## src/rtl/branch_resolve_pkg.sv

```systemverilog
// -----------------------------------------------------------------------------
// branch_resolve_pkg
// Shared definitions for the execute-stage branch resolver:
//   - decoded opcode layout (control-flow flag bit indices, funct3 position)
//   - default opcode width and default post-redirect bubble count
//   - FSM state encoding
//   - funct3 legality helper for conditional branches
// -----------------------------------------------------------------------------
package branch_resolve_pkg;

  // Decoded opcode layout: [0] BRANCH, [1] JAL, [2] JALR, [5:3] funct3.
  localparam int OPLEN_DEFAULT        = 6;
  localparam int OP_BRANCH_BIT        = 0;
  localparam int OP_JAL_BIT           = 1;
  localparam int OP_JALR_BIT          = 2;
  localparam int OP_FUNCT3_LSB        = 3;

  // Bubbles requested of fetch/decode after a redirect (legal range 1..3).
  localparam int FLUSH_CYCLES_DEFAULT = 2;

  typedef enum logic [1:0] {
    ST_IDLE  = 2'b00,
    ST_HOLD  = 2'b01,
    ST_FLUSH = 2'b10
  } br_state_e;

  // funct3 values 010 and 011 have no conditional-branch meaning; the
  // comparator output is undefined for them, so they must resolve not-taken.
  function automatic logic funct3_is_branch(input logic [2:0] funct3);
    return (funct3 != 3'b010) && (funct3 != 3'b011);
  endfunction

endpackage

```

## src/rtl/branch_resolve.sv

```systemverilog
// -----------------------------------------------------------------------------
// branch_resolve
// Execute-stage control-flow resolver. Decides whether the current instruction
// redirects fetch, computes the redirect target and the link value, and
// presents a registered result to the memory stage. After a taken redirect
// leaves toward memory, it raises flush_fd for FLUSH_CYCLES cycles and refuses
// new instructions meanwhile.
//
// Ports
//   clk, rst_n        core clock, asynchronous active-low reset
//   valid_de/ready_de upstream handshake (instruction in)
//   decoded_op_de     decoded opcode: BRANCH/JAL/JALR flags + funct3
//   comp_out          comparator result for conditional branches
//   pc_de, imm_de     instruction PC and sign-extended immediate
//   rs1data_de        rs1 operand (JALR base)
//   valid_em/ready_em downstream handshake (result out)
//   jump_en_em        redirect taken
//   jump_addr_em      redirect target
//   link_data_em      pc + 4 (rd writeback for JAL/JALR)
//   misalign_em       taken target not word aligned (trap raised downstream)
//   flush_fd          level request to kill fetch/decode contents
// -----------------------------------------------------------------------------
module branch_resolve
  import branch_resolve_pkg::*;
#(
  parameter int XLEN         = 32,
  parameter int OPLEN        = OPLEN_DEFAULT,
  parameter int FLUSH_CYCLES = FLUSH_CYCLES_DEFAULT
) (
  input  logic             clk,
  input  logic             rst_n,
  input  logic             valid_de,
  output logic             ready_de,
  input  logic [OPLEN-1:0] decoded_op_de,
  input  logic             comp_out,
  input  logic [XLEN-1:0]  pc_de,
  input  logic [XLEN-1:0]  imm_de,
  input  logic [XLEN-1:0]  rs1data_de,
  output logic             valid_em,
  input  logic             ready_em,
  output logic             jump_en_em,
  output logic [XLEN-1:0]  jump_addr_em,
  output logic [XLEN-1:0]  link_data_em,
  output logic             misalign_em,
  output logic             flush_fd
);

  // Counter holds FLUSH_CYCLES-1 at most, so two bits cover the 1..3 range.
  localparam logic [1:0] FLUSH_LOAD = 2'(FLUSH_CYCLES - 1);

  br_state_e       state;
  logic [1:0]      flush_cnt;

  logic            is_branch;
  logic            is_jal;
  logic            is_jalr;
  logic [2:0]      funct3;
  logic            taken_de;
  logic [XLEN-1:0] sum_de;
  logic [XLEN-1:0] target_de;
  logic [XLEN-1:0] link_de;
  logic            misalign_de;
  logic            accept;
  logic            load;

  // ---------------------------------------------------------------------------
  // Resolution of the incoming instruction
  // ---------------------------------------------------------------------------
  // NOTE: every signal written here gets a value on every path (defaults
  // first), so no latch is inferred even if a branch is added later.
  always_comb begin
    is_branch   = decoded_op_de[OP_BRANCH_BIT];
    is_jal      = decoded_op_de[OP_JAL_BIT];
    is_jalr     = decoded_op_de[OP_JALR_BIT];
    funct3      = decoded_op_de[OP_FUNCT3_LSB +: 3];

    taken_de    = is_jal | is_jalr | (is_branch & funct3_is_branch(funct3) & comp_out);

    // One shared adder: the base is rs1 for JALR, the PC otherwise.
    sum_de      = (is_jalr ? rs1data_de : pc_de) + imm_de;
    target_de   = sum_de;
    if (is_jalr) begin
      target_de[0] = 1'b0;
    end

    link_de     = pc_de + XLEN'(4);
    misalign_de = taken_de & (target_de[1:0] != 2'b00);
  end

  // Accepting while a taken result departs is allowed by the handshake, but
  // that instruction is on the wrong path and is simply not loaded.
  assign ready_de = (state == ST_IDLE) || ((state == ST_HOLD) && ready_em);
  assign accept   = valid_de && ready_de;
  assign load     = accept && !((state == ST_HOLD) && jump_en_em);

  // ---------------------------------------------------------------------------
  // Control FSM and registered result
  // ---------------------------------------------------------------------------
  // NOTE: all state here uses non-blocking assignments so every register
  // samples pre-edge values regardless of statement order.
  always_ff @(posedge clk or negedge rst_n) begin
    if (!rst_n) begin
      // NOTE: every register, including the result datapath, is reset so a
      // reset in any state leaves no stale result visible downstream.
      state        <= ST_IDLE;
      flush_cnt    <= '0;
      valid_em     <= 1'b0;
      jump_en_em   <= 1'b0;
      jump_addr_em <= '0;
      link_data_em <= '0;
      misalign_em  <= 1'b0;
      flush_fd     <= 1'b0;
    end else begin
      case (state)
        ST_IDLE: begin
          if (accept) begin
            state    <= ST_HOLD;
            valid_em <= 1'b1;
          end
        end

        ST_HOLD: begin
          if (ready_em) begin
            if (jump_en_em) begin
              state       <= ST_FLUSH;
              valid_em    <= 1'b0;
              flush_fd    <= 1'b1;
              flush_cnt   <= FLUSH_LOAD;
              jump_en_em  <= 1'b0;
              misalign_em <= 1'b0;
            end else if (!accept) begin
              state    <= ST_IDLE;
              valid_em <= 1'b0;
            end
            // Otherwise a new instruction replaces the departing one and
            // valid_em stays high.
          end
        end

        ST_FLUSH: begin
          if (flush_cnt == 2'd0) begin
            state    <= ST_IDLE;
            flush_fd <= 1'b0;
          end else begin
            flush_cnt <= flush_cnt - 2'd1;
          end
        end

        default: begin
          state    <= ST_IDLE;
          valid_em <= 1'b0;
          flush_fd <= 1'b0;
        end
      endcase

      if (load) begin
        jump_en_em   <= taken_de;
        jump_addr_em <= target_de;
        link_data_em <= link_de;
        misalign_em  <= misalign_de;
      end
    end
  end

endmodule

```

## config.mk

```make
export PLATFORM = sky130hd
export DESIGN_NAME = branch_resolve
export DESIGN_NICKNAME = d
export VERILOG_FILES = /design/src/rtl/branch_resolve_pkg.sv /design/src/rtl/branch_resolve.sv
export SDC_FILE = /design/constraint.sdc
export NUM_CORES = 1
export LEC_CHECK = 0
export CORE_UTILIZATION = 65
export DETAILED_ROUTE_END_ITERATION = 16
export DONT_BUFFER_PORTS = 1
export PLACE_DENSITY = 0.81
export SLEW_MARGIN = 20
export SYNTH_ARGS = -nofsm -noshare
export SYNTH_HDL_FRONTEND = slang
export SYNTH_SLANG_ARGS = --single-unit
```

## constraint.sdc

```tcl
create_clock -name clk -period 4.9 [get_ports clk]
set_clock_uncertainty 0.05 [all_clocks]
set_input_delay 1.225 -clock clk [delete_from_list [all_inputs] [get_ports clk]]
set_output_delay 1.225 -clock clk [all_outputs]
set_load 0.005 [all_outputs]
```

Word level (Yosys, flattened, before mapping)
Index checks and enable logic that the tools add are counted.
{ "classes": {"eq_ne": 10, "n_mux": 28, "n_reduce_logical": 20, "bitwise": 7, "add_sub_neg": 3} }
{ "ops": {"columns": ["operator", "count"], "rows": [
  ["adder 32 x 3 -> 32 bit, second input constant", 1],
  ["adder 32 bit", 1],
  ["two-way mux 32 bit", 1],
  ["two-way mux 2 bit", 8],
  ["AND reduction 4 bit", 4],
  ["two-way mux 1 bit", 15],
  ["inequality test 2 bit, second input constant", 5],
  ["nonzero test 2 bit", 5],
  ["inequality test 3 x 2 -> 1 bit, second input constant", 2],
  ["case mux 1 bit (3 select lines)", 2],
  ["case mux 2 bit (3 select lines)", 1],
  ["logical AND 1 bit", 5],
  ["zero test 2 bit", 2],
  ["case mux 2 bit (2 select lines)", 1],
  ["AND 1 bit", 3],
  ["inequality test 3 bit, second input constant", 1],
  ["AND reduction 3 bit", 1],
  ["equality test 2 x 1 -> 1 bit, second input constant", 1],
  ["equality test 2 bit, second input constant", 1],
  ["inverter 1 bit", 2],
  ["OR 1 bit", 2],
  ["AND reduction 2 bit", 1],
  ["subtractor 2 x 1 -> 2 bit, second input constant", 1],
  ["zero test 1 bit", 1],
  ["logical OR 1 bit", 1]
]} }
{ "word_totals": {"reg_bits": 72, "elab_cells": 76, "output_inout_bits": 69} }

Longest topological paths before layout
{ "depth": {"word_depth": 8, "depth_mapped": 13, "ltp_nobuf": 11} }

Worst setup path after synthesis
No wires, ideal clock.
{ "synth_timing": {"kind": "input port to flip-flop", "start": "in decoded_op_de[2]", "end": "reg jump_addr_em[30]", "n_path_buf": 3, "setup_ns": 0.069, "path_slack_ns": 0.730, "stages": 12, "arrival_ns": 4.051, "path_cell_list": "clkbuf_1 -> buf_1 -> mux2_2 -> ha_1 -> buf_2 -> nand4_1 -> nor3_2 -> o21ai_2 -> and3_4 -> or4_4 -> a211o_1 -> nand3_1"} }
{ "synth_between": {"elab_chain_len": 2} }
{ "synth_lines": {"columns": ["element", "line", "text"], "rows": [
  ["start: declaration", "branch_resolve.sv:34", "input logic [OPLEN-1:0] decoded_op_de,"],
  ["two-way mux 32 bit", "branch_resolve.sv:80", "sum_de = (is_jalr ? rs1data_de : pc_de) + imm_de;"],
  ["adder 32 bit", "branch_resolve.sv:80", null],
  ["end signal: assignment", "branch_resolve.sv:158", "jump_addr_em <= target_de;"],
  ["end: declaration", "branch_resolve.sv:42", "output logic [XLEN-1:0] jump_addr_em,"]
]} }
No other way between the ends.
A chain may end at the register's enable or synchronous reset.

Final worst setup path
{ "layout_timing": {"start": "in decoded_op_de[2]", "end": "reg jump_addr_em[28]"} }
Same word-level chain as after synthesis.

==> summary.md <==
| Metric | Value |
|---|---|
| Synthesized instance count | `around 660` |
| H-tree depth | `3` |
| # Post-CTS Setup Buffers | `0` |
| Cell Area, Synth | `5459 µm²` |
| Mux contribution to synthesized area | `5.936%` |
| Largest family of logic cells by synthesized area | `simple AND/OR/NAND/NOR gates` |
| Final Hold Vio Count | `0` |
| Slowest stage cell, crit path | `ha_1` |
| Max VDD drop | `~0.2 mV` |
| Vias per cell | `between 6 and 7` |
| Kind of cell adding the most delay to the critical path | `compound AO/OA/AOI/OAI gates` |
| Startpoint types | `input pin` |
| Synth Area in Adders | `under 10%` |
| Vias in the first global route | `4,355` |
| Number of synthesized flops with an enable pin | `0` |
| PwrDens | `about 430 nW/µm²` |
| Fin. max-slew vios | `0` |
| Final ANT Viol Nets | `0` |
| RSZ-0062 raised after global routing | `no` |
| Die ar. | `8768 µm²` |
| Fin util | `69.27%` |
| Crit. End Element | `flop` |
| Largest net degree at the start of global routing | `73` |
| Global placer's final weighted congestion | `0.9092` |
| Worst Setup SP | `decoded_op_de[2]` |
| Share of cells above drive strength 1 | `11.29%` |
| GRT overflow | `0` |
| Yosys reg bits | `72` |
| Setup total negative slack | `0 ns` |
| Register Area | `1802 µm²` |
| Data required, critical path | `approximately 5.1 ns` |
| Synth Area in Simple Gates | `21.13%` |
| CP cell instances | `mux2_2 -> ha_1 -> a211oi_1 -> o21ai_0 -> or3_1 -> a31o_2 -> nor2_1 -> o21ai_0 -> a221o_1` |
| Critical R2R Capture | `jump_addr_em[29]` |
| Antenna violations before repair | `0` |
| TritonCTS Buffers | `9` |
| CP max FO | `37` |
| Clock buffer depth | `2` |
| Reg clk slew, reported paths | `0.10 ns` |
| Sequential-to-total area share from yosys stat | `33.00%` |
| Post-cts resize count | `0` |
| Slew Limit Headroom | `between 30% and 40%` |
| Root Buffer Master | `clkbuf_8` |
| DP Area | `5470 µm²` |
| Critical path class | `in -> reg` |
| Max-Cap Viols | `0` |
| DP Wirelength | `10,240 µm` |
| Min Hold Slack | `0.4513 ns` |
| R2r startpoint | `jump_en_em` |
| Per-cell routed wire length | `18.38 µm` |
| Most common cell after layout, fill and taps aside | `nand2_1` |
| YS warnings | `0` |
| Most frequent cells in the layout | `nand2_1 (107), dfrtp_1 (72), o21ai_0 (63)` |
| XOR/XNOR share of the synthesized area | `~7.5%` |
| Starting density of the core | `66.77%` |
| Width of the chip | `between 90 and 100 µm` |
| ANT cells | `0` |
| Core Footprint | `8175 µm²` |
| Post-synth net total | `796` |
| Most common cell type on the critical path | `o21ai_0` |
| DRT Wirelength | `13,650 µm` |
| Avg Cell Area, Syn | `approximately 8.3 µm²` |
| Unique masters post-synth | `62` |
| Count of buffer and inverter cells on the critical path | `0` |
| Fillers | `between 600 and 700` |
| Die height | `93.64 µm` |
| Vias | `4,759` |
| DRC errors left | `0` |
| Area occupied by multi-input gates | `3443 µm²` |
| Crit path to | `jump_addr_em[28]` |
| Final Cell Area | `about 5700 µm²` |
| I/O Buffers | `0` |
| Slew @ Worst Pin | `0.9932 ns` |
| Max Freq | `286.7 MHz` |
| R2R depth | `5` |
| CP max stage delay | `roughly 0.37 ns` |
| First-pass GRT wire length | `21,110 µm` |
| Layout Nets | `774` |
| Outcome | `complete, no violations` |
| I/O pin count | `~180` |
| LEAKAGE | `2.438 nW` |
| First-pass iteration count of the detailed router | `5` |
| HP Class | `reg -> reg` |
| Post-CTS Hold Buffers | `0` |
| Post-synth ARST share | `100.0%` |
| Num rows | `33` |
| Min Tclk post-route | `3.488 ns` |
| Setup violators final | `0` |
| Synth Flop Type | `dfrtp_1` |
| Final Cycle Share | `71.17%` |
| Global Route Usage Sum | `between 30% and 40%` |
| Critical Path Stages | `9` |
| CTS Sinks | `72` |
| Crit path DAT | `3.68 ns` |
| Area delta synth->final | `3.736%` |
| Starting DRT DRC Count | `211` |
| Complex-gate fraction of the synthesized area | `a little over 20%` |
| CTS tree | `yes` |
| Later-pin clock latency in the skew report | `0.35 ns` |
| R2r setup slk | `roughly 2.5 ns` |
## per-stage QoR
step / power [W] / worst slack (ns) / cells
CTS: 0.002470 / 1.444 / 743
floorplan: 0.001771 / 0.7301 / 655
global placement: 0.001935 / 1.131 / 727
detailed placement: 0.001991 / 1.104 / 727
global route: 0.002641 / 1.133 / 743
finish: 0.002463 / 1.412 / 743
## cell families (layout without fill, tap and decap cells)
family | Yosys count | count (layout)
compound gates | 178 | 178
xor+xnor | 47 | 47
fa+ha+maj | 34 | 34
buf+inv | 57 | 40
flops | 72 | 72
mux | 29 | 29
simple gates | 238 | 238
## cells in the mapped netlist, drive strengths merged (6+ instances only)
| master | number | area, µm² |
|---|---|---|
| ha | 33 | 412.9 |
| nor3 | 17 | 122.6 |
| xor2 | 22 | 192.7 |
| and3 | 7 | 48.80 |
| o31ai | 6 | 50.05 |
| dfrtp | 72 | 1802 |
| a21o | 12 | 91.34 |
| nand2 | 108 | 405.4 |
| xnor2 | 25 | 219.0 |
| o21ai | 71 | 362.9 |
| inv | 23 | 86.33 |
| o21a | 6 | 45.04 |
| nand3 | 24 | 120.1 |
| or3 | 6 | 42.54 |
| buf | 9 | 41.29 |
| nand4 | 16 | 130.1 |
| nor2 | 42 | 157.7 |
| clkbuf | 25 | 93.84 |
| a21oi | 48 | 251.5 |
| mux2 | 27 | 304.0 |
## worst reg2reg max path: stages (launching register included)
cell and delay, ns:
dfrtp_1 0.47, o21ai_0 0.39, and2_1 0.86, nand3_1 0.16, a211o_1 0.31, nand3_1 0.06
## power by group
group	internal (W)	switching [W]	leakage [nW]	total, W
sequential	0.000884	0.000251	0.875	0.00114
clock	0.000201	0.000279	0.101	0.000480
combinational	0.000330	0.000518	1.46	0.000848
total	0.00142	0.00105	2.44	0.00246
## final cells by class
type / count / area share, %
clock inverter: 7 / 1.215
timing repair buffer: 1 / 0.1326
clock buffer: 9 / 2.187
sequential: 72 / 31.82
inverter: 23 / 1.525
tap: 105 / 2.320
multi-input combinational: 526 / 60.80
## state kept, by name (all words and copies together) (netlist names)
signal,flops
flush_cnt,2
flush_fd,1
jump_addr_em,32
jump_en_em,1
link_data_em,32
misalign_em,1
state,2
valid_em,1
## worst min-delay path by stage
stage	startpoint	to	slack [ns]	cells after the start
2_1_floorplan	flush_cnt[1]	flush_cnt[1]	0.39	2
3_3_place_gp	flush_cnt[1]	flush_cnt[1]	0.41	2
3_5_place_dp	flush_cnt[1]	flush_cnt[1]	0.43	2
4_1_cts	flush_cnt[1]	flush_cnt[1]	0.45	2
5_1_grt	flush_cnt[1]	flush_cnt[1]	0.47	2
6_report	flush_cnt[1]	flush_cnt[1]	0.45	2
## metal layers
layer / vias up / wire length [µm] / global-route usage (%) / part of all wire [%]
met4: 0 / 285 / 11.03 / 2.1
met5: - / 0 / 0 / 0
met1: 2234 / 5754 / 40.32 / 42
met3: 25 / 1140 / 7.154 / 8.3
met2: 224 / 6474 / 49.63 / 47
li1: 2276 / - / - / -
(Power assumes the default switching activity.)
